==> src/rtl/fetch_stage.sv <==
// Instruction fetch stage: owns the PC, issues single-outstanding fetches to instruction
// memory, and applies predictor and mispredict redirects ahead of decode.
module fetch_stage #(
  parameter logic [31:0] RESET_PC  = 32'h0000_0000,
  parameter logic [31:0] NOP_INSTR = 32'h0000_0013
) (
  input  logic        clk_i,
  input  logic        reset_n_i,
  input  logic        stall_f_i,
  input  logic        pc_redirect_i,
  input  logic [31:0] pc_redirect_target_i,
  input  logic        pred_taken_i,
  input  logic [31:0] pred_target_i,
  output logic        imem_req_o,
  output logic [31:0] imem_addr_o,
  input  logic        imem_rvalid_i,
  input  logic [31:0] imem_rdata_i,
  output logic [31:0] instr_f_o,
  output logic [31:0] pc_f_o,
  output logic [31:0] pc_plus4_f_o,
  output logic [31:0] pred_pc_target_f_o,
  output logic        pc_src_pred_f_o
);

  typedef enum logic [1:0] {StReq, StWait, StHold, StDrop} state_e;

  state_e      state_q, state_d;
  logic [31:0] pc_q, pc_d;
  logic [31:0] buf_q, buf_d;
  logic        req;
  logic        deliver;
  logic        consume;
  logic [31:0] next_pc;
  logic        unused_target_bits;

  assign unused_target_bits = ^pc_redirect_target_i[1:0];

  always_ff @(posedge clk_i or negedge reset_n_i) begin
    if (!reset_n_i) begin
      state_q <= StReq;
      pc_q    <= RESET_PC;
      buf_q   <= NOP_INSTR;
    end else begin
      state_q <= state_d;
      pc_q    <= pc_d;
      buf_q   <= buf_d;
    end
  end

  always_comb begin
    deliver = ((state_q == StWait) && imem_rvalid_i) || (state_q == StHold);
    consume = deliver && !stall_f_i && !pc_redirect_i;
    next_pc = pred_taken_i ? {pred_target_i[31:2], 2'b00} : pc_q + 32'd4;

    state_d     = state_q;
    pc_d        = pc_q;
    buf_d       = buf_q;
    req         = 1'b0;
    imem_addr_o = pc_q;

    if (pc_redirect_i) begin
      pc_d = {pc_redirect_target_i[31:2], 2'b00};
      // An in-flight response must be swallowed before the corrected fetch can issue.
      if (((state_q == StWait) || (state_q == StDrop)) && !imem_rvalid_i) begin
        state_d = StDrop;
      end else begin
        state_d = StReq;
      end
    end else begin
      unique case (state_q)
        StReq: begin
          req     = 1'b1;
          state_d = StWait;
        end
        StWait: begin
          if (imem_rvalid_i) begin
            if (consume) begin
              req         = 1'b1;
              imem_addr_o = next_pc;
              pc_d        = next_pc;
            end else begin
              buf_d   = imem_rdata_i;
              state_d = StHold;
            end
          end
        end
        StHold: begin
          if (consume) begin
            req         = 1'b1;
            imem_addr_o = next_pc;
            pc_d        = next_pc;
            state_d     = StWait;
          end
        end
        StDrop: begin
          if (imem_rvalid_i) state_d = StReq;
        end
        default: state_d = StReq;
      endcase
    end
  end

  always_comb begin
    if (state_q == StHold) begin
      instr_f_o = buf_q;
    end else if ((state_q == StWait) && imem_rvalid_i) begin
      instr_f_o = imem_rdata_i;
    end else begin
      instr_f_o = NOP_INSTR;
    end
  end

  // Reset forces the request low even though the reset state is StReq.
  assign imem_req_o         = req & reset_n_i;
  assign pc_f_o             = pc_q;
  assign pc_plus4_f_o       = pc_q + 32'd4;
  assign pred_pc_target_f_o = pred_target_i;
  assign pc_src_pred_f_o    = pred_taken_i & deliver;

endmodule

==> config.mk <==
export PLATFORM = sky130hd
export DESIGN_NAME = fetch_stage
export DESIGN_NICKNAME = d
export VERILOG_FILES = /design/src/rtl/fetch_stage.sv
export SDC_FILE = /design/constraint.sdc
export NUM_CORES = 1
export LEC_CHECK = 0
export ABC_AREA = 1
export BUFFER_PORTS_ARGS = -buffer_cell sky130_fd_sc_hd__buf_4
export CORE_ASPECT_RATIO = 1.5
export CORE_MARGIN = 1
export CORE_UTILIZATION = 52
export CTS_BUF_LIST = sky130_fd_sc_hd__clkbuf_16
export CTS_CLUSTER_DIAMETER = 120
export DETAILED_ROUTE_END_ITERATION = 6
export PLACE_DENSITY = 0.92
export SLEW_MARGIN = 20
export SYNTH_ARGS = -nofsm -noshare
export SYNTH_HDL_FRONTEND = slang
export SYNTH_SLANG_ARGS = --single-unit
==> constraint.sdc <==
create_clock -name clk_i -period 2.7 [get_ports clk_i]
set_input_delay 0.135 -clock clk_i [delete_from_list [all_inputs] [get_ports clk_i]]
set_output_delay 0.135 -clock clk_i [all_outputs]
set_load 0.02 [all_outputs]
==> run summary, run 1 <==
placed insts: 1273
fmax: 382 MHz
# IOs: 264
CTS tree: done
crit end category: output pin
met1 Resource Use GR: 0.385
Worst-path clk slew: 0.06 ns
crit path max fanout: 20
area of the multi-input gates: 3470 µm²
post-route insts no fill: 1297
CTS buffer count: 9
post-synthesis xor/xnor area fraction: 0.0105
synth top area cells: dfrtp_1 27%, nand2_1 25%, mux2_2 6.2%
gpl congestion: 0.968
Congestion Overflow GR: 0
critical path arrival: 2.48 ns
GR Util met2: 0.603
adder-cell share of the synthesized area: 0.0128
Remaining DRCs: 0
Post-CTS Setup Bufs: 0
CP required: 2.57 ns
Clock Path Buffers: 2
diode count: 0
hpwl dp: 14800 µm
Skew-Pair Late Insertion Delay: 0.34 ns
detailed-route via count: 7057
fin. max-slew vios: 0
die outline width: 88.6 µm
Port Buffer Count: 257
largest family of logic cells by synthesized area: simple AND/OR/NAND/NOR gates
Initial Util: 0.531
setup slack after layout: 0.0807 ns
worst-path cell chain: inv_1 > ha_2 > buf_6 > inv_1 > nor2_1 > buf_4 > nand2_1 > nand3_1 > nand3_1 > nand2_1 > nand2_1 > o21ai_0 > buf_4
Cells after Synth: 937
nets: 1253
Final Hold Fails: 0
Final period util: 0.970
Routed WL per cell: 15.3 µm
Compound-Gate Fraction of Synth Area: 0.132
largest net degree at the start of global routing: 54
post-synth cell types: 35
Seq. cell area: 1660 µm²
first-pass GRT wire length: 31500 µm
max-cap violations: 0
top cell type by total area after synthesis: dfrtp_1
Detailed Route Iter0 Violations: 511
Placement Setup Slack: 0.374 ns
Fill cells: 895
most common cell in the synthesized netlist: nand2_1
GRT Overall Usage: 0.346
core area: 11000 µm²
Worst Setup Path Type: register to output pin
GR peak layer: met2
asr flop ratio synth: 1.00
met3 Usage GRT: 0.0708
H-tree levels: 3
Hold WC Path Type: input pin to register
number of synthesized flops with an enable pin: 0
Startpoint Class: register
VDD IR max: 0.763 mV
CP dominant cell by count: nand2_1
Placed Area: 7590 µm²
Hold WS: 0.00516 ns
flops & latches, synth: 66
post-route ant nets: 0
outcome: finished clean
Slowest cell on crit path: dfrtp_1
Warnings, synthesis: 0
die footprint: 11700 µm²
Synth Area in Simple Gates: 0.367
Leak Pwr: 4.21 nW
Layout area overhead: 36.5%
minimum clock period: 2.62 ns
total negative setup slack: 0 ns
Mean Syn Cell Area: 6.24 µm²
Die Height: 132 µm
clk_skew: 0.00882 ns
Pwr Total: 8.42 mW
Final setup viols: 0
PD cells: 1060 nW/µm²
Synth top cells by count: 387 x nand2_1, 63 x dfrtp_1, 63 x inv_1
share of layout cells above drive strength 1: 0.297
CP max stage delay: 0.40 ns
transition time of the tightest slew-check pin: 0.546 ns
drt pass-1 iters: 6
RSZ-0062 raised after global routing: true
fin util: 0.725
# rows: 47
Mapped Nets: 1045
drt total wl: 19800 µm
cell area after layout: 7980 µm²
clock sinks: 66
initial antenna violation count: 0
root buffer cell: clkbuf_16
ys flop type: dfrtp_1
Rel. slew slack: 0.636
vias per cell: 5.44
part of the Yosys area used for sequential elements: 0.283
vias in the first global route: 6668
mapped cell area: 5840 µm²
mux cell area share after synthesis: 0.0651
top cell type's share of synthesized area: 0.270
-- timing repair --
item / CTS / global route
endpoints found under the hold margin: 39 / 0
resized for setup: 0 / 12
endpoints found under the setup margin: 0 / 14
hold buffers: 8 / 0
-- worst max-delay path: cells and delay by family, from the launching register on --
kind                       cells  cell delay (ns)
buffers and inverters          5             0.89
and+or+nand+nor                6             0.51
DFF                            1             0.40
adders and majority gates      1             0.21
AOI/OAI and AO/OA              1             0.14
-- cell families (layout without fill, tap and decap cells) --
group / after synthesis / in the layout
compound gates: 145 / 145
simple gates: 526 / 526
fa+ha+maj: 6 / 6
buf+inv: 153 / 366
flops: 66 / 66
mux: 34 / 34
xor+xnor: 7 / 7
-- cell type report --
type                       count  share of cell area
clock buffer                   9              0.0282
clock inverter                 7             0.00486
inverter                      67              0.0322
multi-input combinational    718               0.434
sequential                    66               0.207
tap                          147              0.0231
timing repair buffer         283               0.270
-- path summary, 6_finish.rpt --
path / slack [ns] / from / cells past startpoint / to
hold reg to reg: 0.51 / buf_q[16]$_DFFE_PN0P_ / 1 / buf_q[16]$_DFFE_PN0P_
hold / removal: 0.005 / pc_redirect_target_i[8] / 3 / pc_f_o[8]$_DFF_PN0_
max in group asynchronous: 1.55 / reset_n_i / 3 / pc_f_o[14]$_DFF_PN0_
setup / recovery: 0.08 / state_q[1]$_DFFE_PN0P_ / 13 / imem_addr_o[11]
setup reg to reg: 0.63 / state_q[1]$_DFFE_PN0P_ / 13 / pc_f_o[10]$_DFF_PN0_
min in group asynchronous: 0.31 / reset_n_i / 2 / pc_f_o[8]$_DFF_PN0_
-- cell usage in the layout, fill, tap and decap left out, drive strengths merged, types with 12 or more instances in the layout --
master and n:
a211oi 12, mux2 32, nor2 59, buf 275, and2 14, dfrtp 63
inv 68, a21oi 62, nand2 390, nand3 58, o21ai 62
-- registers in the layout, indices dropped and copies added (netlist names) --
signal	count
buf_q	32
pc_f_o	32
state_q	2
-- per-layer routing --
layer | routed length, µm | share of wire | vias to the layer above
met5 | 0 | 0 | -
met3 | 1710 | 0.086 | 82
met4 | 916 | 0.046 | 0
met2 | 10200 | 0.51 | 408
li1 | - | - | 3372
met1 | 7020 | 0.35 | 3195
-- report_power, final --
part	internal, mW	leakage (nW)	switching [mW]
Clock	0.612	0.138	0.470
Sequential	1.41	0.807	0.470
Combinational	2.12	3.26	3.34
Total	4.15	4.21	4.28
Power figures use the tool's default switching activity.
==> inputs of run 2 (changes only) <==
- MAX_ROUTING_LAYER: default -> met4
==> run summary, run 2 (synthesis results as in run 1) <==
die outline width: 88.6 µm
hpwl dp: 14500 µm
crit path max fanout: 11
Clock Path Buffers: 2
most common cell after layout, fill and taps aside: nand2_1
Final Hold Fails: 0
Worst Setup Path Type: register to output pin
minimum clock period: 2.59 ns
die footprint: 11700 µm²
CTS tree: done
Final setup viols: 0
outcome: finished clean
Detailed Route Iter0 Violations: 543
root buffer cell: clkbuf_16
worst reg2reg setup slack: 0.63 ns
first-pass GRT wire length: 31000 µm
Net Sw Power: 4.27 mW
largest net degree at the start of global routing: 54
Skew-Pair Late Insertion Delay: 0.33 ns
Sw Share: 0.502
H-tree levels: 3
Worst-path clk slew: 0.06 ns
Leak Pwr: 4.24 nW
VDD IR max: 0.774 mV
total negative setup slack: 0 ns
clk_skew: 0.00604 ns
fmax: 387 MHz
sequential power share: 0.221
gpl congestion: 0.985
Startpoint Class: register
critical path arrival: 2.45 ns
clock sinks: 66
transition time of the tightest slew-check pin: 0.556 ns
Initial Util: 0.531
drt total wl: 20000 µm
Critical path origin: state_q[1]$_DFFE_PN0P_
CP required: 2.57 ns
Worst setup endpoint: imem_addr_o[23]
CTS buffer count: 9
depth of the worst register-to-register path: 14
most frequent cells in the layout: 385 x nand2_1, 273 x buf_4, 63 x inv_1, 63 x dfrtp_1, 61 x a21oi_1
Comb power frac: 0.642
# IOs: 264
max-cap violations: 0
Remaining DRCs: 0
drt pass-1 iters: 5
fin. max-slew vios: 0
share of layout cells above drive strength 1: 0.306
vias in the first global route: 6503
# rows: 47
Port Buffer Count: 257
post-route ant nets: 0
crit end category: output pin
Final period util: 0.958
Congestion Overflow GR: 0
detailed-route via count: 6981
FF-to-FF End: pc_f_o[23]$_DFF_PN0_
Pwr Total: 8.50 mW
cell area after layout: 8080 µm²
Rel. slew slack: 0.629
Hold WC Path Type: input pin to register
RR Startpoint: state_q[1]$_DFFE_PN0P_
diode count: 0
Layout area overhead: 38.3%
PD cells: 1050 nW/µm²
Die Height: 132 µm
Placed Area: 7570 µm²
Hold WS: 0.00572 ns
clock power share: 0.137
Placement Setup Slack: 0.395 ns
Int Pwr: 4.23 mW
Routed WL per cell: 15.3 µm
setup slack after layout: 0.114 ns
initial antenna violation count: 0
vias per cell: 5.37
core area: 11000 µm²
nets: 1257
GRT Overall Usage: 0.352
==> run 2: worst min-delay path by stage <==
stage | start | end | slack, ns | cells past startpoint
floorplan | reset_n_i | buf_q[10]$_DFFE_PN0P_ | -0.16 | 0
finish | pc_redirect_target_i[30] | pc_f_o[30]$_DFF_PN0_ | 0.006 | 3
global placement | reset_n_i | pc_f_o[8]$_DFF_PN0_ | 0.13 | 1
CTS | pc_redirect_target_i[23] | pc_f_o[23]$_DFF_PN0_ | 0.0004 | 3
global route | pc_redirect_target_i[30] | pc_f_o[30]$_DFF_PN0_ | 0.0002 | 3
detailed placement | reset_n_i | pc_f_o[8]$_DFF_PN0_ | 0.13 | 1
==> run 2: power by group through the flow <==
stage / combinational, mW / clock, mW / sequential, mW
after floorplan: 3.26 / 0 / 1.88
after detailed placement: 5.28 / 0 / 1.88
after CTS: 5.31 / 1.18 / 1.86
after global routing: 5.93 / 1.23 / 1.93
after global placement: 5.19 / 0 / 1.85
final: 5.46 / 1.17 / 1.87
==> run 2: area by class of cell <==
cell class / instances / area [µm²]
clock buffers: 9 / 225
clock inverters: 7 / 62.6
fillers: 864 / 2920
inverters: 67 / 264
multi-input cells: 718 / 3490
flip-flops and latches: 66 / 1660
well taps: 147 / 184
repair buffers: 285 / 2190
repair inverters: 2 / 17.5
==> run 2: repair_timing <==
action	4_1_cts	5_1_grt
hold buffers	9	0
endpoints found under the setup margin	0	26
hold endpoints to repair	40	0
resized for setup	0	25
buffers inserted	0	4
==> run 2: metal layers <==
metal | global-route usage | share of wire
met5 | - | 0
met4 | 0.168 | 0.045
met3 | 0.0645 | 0.081
met2 | 0.581 | 0.51
met1 | 0.402 | 0.37
==> run 2: per-stage QoR <==
step / instances / utilization
6_report: 1301 / 0.735
5_1_grt: 1301 / 0.735
4_1_cts: 1295 / 0.723
3_5_place_dp: 1270 / 0.688
3_3_place_gp: 1270 / 0.688
2_1_floorplan: 937 / -
==> run 2: critical path, cell delays in order, from the launching register on <==
cell,delay (ns)
dfrtp_1,0.42
inv_2,0.11
ha_2,0.20
nand2_1,0.11
nand2_4,0.09
nand2_4,0.08
nor2_8,0.19
buf_12,0.14
clkinv_8,0.07
a21oi_1,0.19
nand3_1,0.10
nand2_1,0.07
nand2_1,0.06
nand2_1,0.09
nand2_1,0.07
buf_4,0.16
